`config.mk`:
```
export PLATFORM = sky130hd
export DESIGN_NAME = decoder_nb_seq
export DESIGN_NICKNAME = d
export VERILOG_FILES = /design/src/rtl/decoder_nb_seq.sv
export SDC_FILE = /design/constraint.sdc
export NUM_CORES = 1
export LEC_CHECK = 0
export ABC_AREA = 1
export BUFFER_PORTS_ARGS = -buffer_cell sky130_fd_sc_hd__buf_4
export CAP_MARGIN = 20
export CORE_AREA = 2 2 39 41
export CTS_CLUSTER_DIAMETER = 40
export DETAILED_ROUTE_END_ITERATION = 10
export DIE_AREA = 0 0 41 43
export PLACE_DENSITY = 0.59
export SETUP_SLACK_MARGIN = 0.4
export SLEW_MARGIN = 20
export SYNTH_ARGS = -nofsm -noshare
export SYNTH_HDL_FRONTEND = slang
export SYNTH_SLANG_ARGS = --single-unit
```
`constraint.sdc`:
```
create_clock -name CLK -period 1.7 [get_ports CLK]
set_input_delay 0.17 -clock CLK [delete_from_list [all_inputs] [get_ports CLK]]
set_output_delay 0.17 -clock CLK [all_outputs]
set_load 0.02 [all_outputs]
```
`src/rtl/decoder_nb_seq.sv`:
```
// Registered one-hot decoder with direct load and a step mode that either wraps or saturates.
// Loads of an index at or beyond OUT_MAX are flagged on err and leave the decoder inactive.
module decoder_nb_seq #(
  parameter int IN_W    = 3,
  parameter int OUT_MAX = 2 ** IN_W,
  parameter int WRAP    = 1
) (
  input  logic                 CLK,
  input  logic                 RST,
  input  logic                 clr,
  input  logic                 load,
  input  logic [IN_W-1:0]      in,
  input  logic                 step,
  output logic [2**IN_W-1:0]   out,
  output logic [IN_W-1:0]      idx,
  output logic                 active,
  output logic                 at_last,
  output logic                 wrap_pulse,
  output logic                 err
);

  localparam int OUT_W = 2 ** IN_W;

  // OUT_MAX can equal 2^IN_W, so the legality compare needs one extra bit.
  localparam logic [IN_W:0]   MAX_V  = (IN_W + 1)'(OUT_MAX);
  localparam logic [IN_W-1:0] LAST_V = IN_W'(OUT_MAX - 1);

  logic inLegal;
  logic idxAtLast;

  assign inLegal   = ({1'b0, in} < MAX_V);
  assign idxAtLast = (idx == LAST_V);

  always_ff @(posedge CLK) begin
    if (RST) begin
      idx        <= '0;
      active     <= 1'b0;
      wrap_pulse <= 1'b0;
      err        <= 1'b0;
    end else begin
      wrap_pulse <= 1'b0;
      if (clr) begin
        idx    <= '0;
        active <= 1'b0;
      end else if (load) begin
        if (inLegal) begin
          idx    <= in;
          active <= 1'b1;
          err    <= 1'b0;
        end else begin
          active <= 1'b0;
          err    <= 1'b1;
        end
      end else if (step && active) begin
        if (!idxAtLast) begin
          idx <= idx + 1'b1;
        end else if (WRAP != 0) begin
          idx        <= '0;
          wrap_pulse <= 1'b1;
        end
      end
    end
  end

  assign out     = active ? (OUT_W'(1) << idx) : '0;
  assign at_last = active && idxAtLast;

endmodule

```
==> metrics.cfg <==
[status]
status=finished clean

[detailed_routing]
dr_total_vias=440
firstDrtPassIters=4
avgRoutedWirePerCell_um=9.942
drt-initial-drc-count=17
routed_wirelength_mm=1.034
via_per_inst=4.231
ant_nets=0
drcViolationCount=0

[timing]
setup_violations=0
rsz0062_at_grt=yes
clock.fmax_mhz=746.6
hold_viol=0
period_needed_ps=1339
fin_ws_ps=360.7
tns_ps=0
finalClockSkew_ps=3.733
post-route-period-util_pct=78.78
maxSlewViolCount=0

[clock_network]
ctsHoldBuffers=0
htree_levels=1
clk_pin_slew_worst_paths_ps=50
cts.path.max_buffers=2
clock_latency_ps=240
clock-root-buffer=clkbuf_4
cts_tree=done
clock-sinks=5
cts-buffers-inserted=3

[synth]
syn_avg_cell_area_sq_um=6.417
syn_inst=62
yosysWarnings=0
ys_ff_latch=5
synth_area_sq_um=397.9
yosysSeqAreaShare_pct=25.16
yosysUniqueCellTypes=14
synth_fp_nets=77

[cells_and_area]
final_common_cell=buf_4
syn2layout_area_growth_pct=69.18
layout-drive-gt1-share_pct=45.45
layout_common_cells=21 x buf_4, 14 x nor2_1, 10 x nand2_1
fin_cells=104
antenna_cells=0
fill_cells=150
nNetsFinal=104

[grt]
grt_use_total_pct=15.09
grt_max_degree=9
grt_pass1_vias=421
grt_pass1_wl_mm=1.752
antenna_found_initial=0
overflow=0

[pwr]
intPower_mw=0.2363
p_seq_share_pct=38.8
power_density_nw_per_um2=486.5
p_leak_nw=0.3498
combPwrFrac_pct=18.9
fin_total_pwr_mw=0.3275
clock_power_share_pct=42.3
netSwitchingPower_mw=0.09119
peakVddDrop_mv=0.2225
swShare_pct=27.84

[setup_path]
path_class=flip-flop to output pin
path_cells=ha_4 -> ha_4 -> nand2_2 -> inv_2 -> buf_6
crit_arrival_ps=1170
cp_common_cell=ha_4
critPathLaunchType=flip-flop
cpPeakStageDelay_ps=360
crit_slowest_cell=dfxtp_4
critPathRequiredTime_ps=1530
cp_max_fo=4
crit_path_end_kind=output pin

[placement]
pre_cts_slack_ps=504.1
portBuffers=21
gp_congestion=0.8111
hpwl_um=689.3
dp_cells=97

[die]
fp.dieW_um=41
num_rows=14
dieArea_sq_um=1763
core_sq_um=1384
initial_core_util_pct=28.75
pin_count=23
die_h_um=43

[run]
drv_cap=0

[min_path]
hold_path.class=input port to flip-flop

-- path summary, 6_finish.rpt --
path	start	cells past startpoint	endpoint	slack, ps
worst max-delay path	idx[0]	5	at_last	360
worst max register to register	idx[0]	8	idx[1]	440
worst min register to register	active	2	active	570
worst min-delay path	clr	4	idx[0]	170
-- layout make-up --
| type | instances | area, sq um | share of cell area, % |
|---|---|---|---|
| multi-input combinational | 43 | 277.8 | 41.26 |
| timing repair buffer | 24 | 191.4 | 28.44 |
| sequential | 5 | 112.6 | 16.73 |
| inverter | 12 | 45.04 | 6.691 |
| clock buffer | 4 | 26.28 | 3.903 |
| tap | 16 | 20.02 | 2.974 |
-- per-layer routing --
layer  vias up  routed length, um  track usage (%)
li1        235                  -                -
met1       182                443            16.18
met2        20                501            24.69
met3         3                 72            4.712
met4         0                 17            8.000
met5         -                  0                0
-- metrics by stage --
step / hold WS [ps] / util [%] / cell area, sq um
6_report: 172.6 / 48.64 / 673.1
5_1_grt: 206.1 / 48.64 / 673.1
4_1_cts: 175.8 / 47.92 / 663.1
3_5_place_dp: 433.0 / 40.69 / 563.0
3_3_place_gp: 431.2 / 40.69 / 563.0
2_1_floorplan: 299.4 / - / 400.4
-- flip-flops by register name, indices dropped and copies added (netlist names) --
register    flops
idx             3
active          1
wrap_pulse      1
-- logic make-up after synthesis --
| family | after synthesis | share of synthesized area, % |
|---|---|---|
| AND/OR/NAND/NOR | 32 | 33.02 |
| AO/OA/AOI/OAI | 3 | 3.772 |
| other | 1 | 0.9425 |
| adder cells (fa/ha/maj) | 7 | 22.01 |
| flip-flops | 5 | 25.16 |
| buffers and inverters | 14 | 15.09 |
-- timing repair --
| item | in CTS | in global routing |
|---|---|---|
| gates cloned | 0 | 0 |
| setup endpoints to repair | 7 | 9 |
| pin swaps | 1 | 1 |
| gates resized for setup | 14 | 2 |
| buffers inserted | 2 | 1 |
-- synthesized netlist by cell type --
cell     number  area, sq um
a21oi_1       2        10.01
buf_4         2        15.01
conb_1        1        3.750
dfxtp_1       5        100.1
ha_1          7        87.58
inv_1        11        41.29
inv_2         1        3.750
nand2_1      11        41.29
nand2_2       1        6.260
nand3_1       4        20.02
nor2_1       14        52.55
nor2_2        1        6.260
nor3_1        1        5.000
o21ai_1       1        5.000
-- power by group through the flow --
stage	Sequential (mW)	Clock [mW]	Combinational, mW
finish	0.127	0.138	0.0619
global route	0.128	0.151	0.0701
CTS	0.128	0.142	0.0612
detailed placement	0.131	0	0.0579
global placement	0.131	0	0.0578
floorplan	0.134	0	0.0279
-- worst max-delay path: cells and delay by family (launching register included) --
kind / cells / cell delay, ps
flip-flops: 1 / 360
adder cells (fa/ha/maj): 2 / 340
buffers and inverters: 2 / 160
AND/OR/NAND/NOR: 1 / 70
Note: power is estimated with default switching activity, not from simulation.
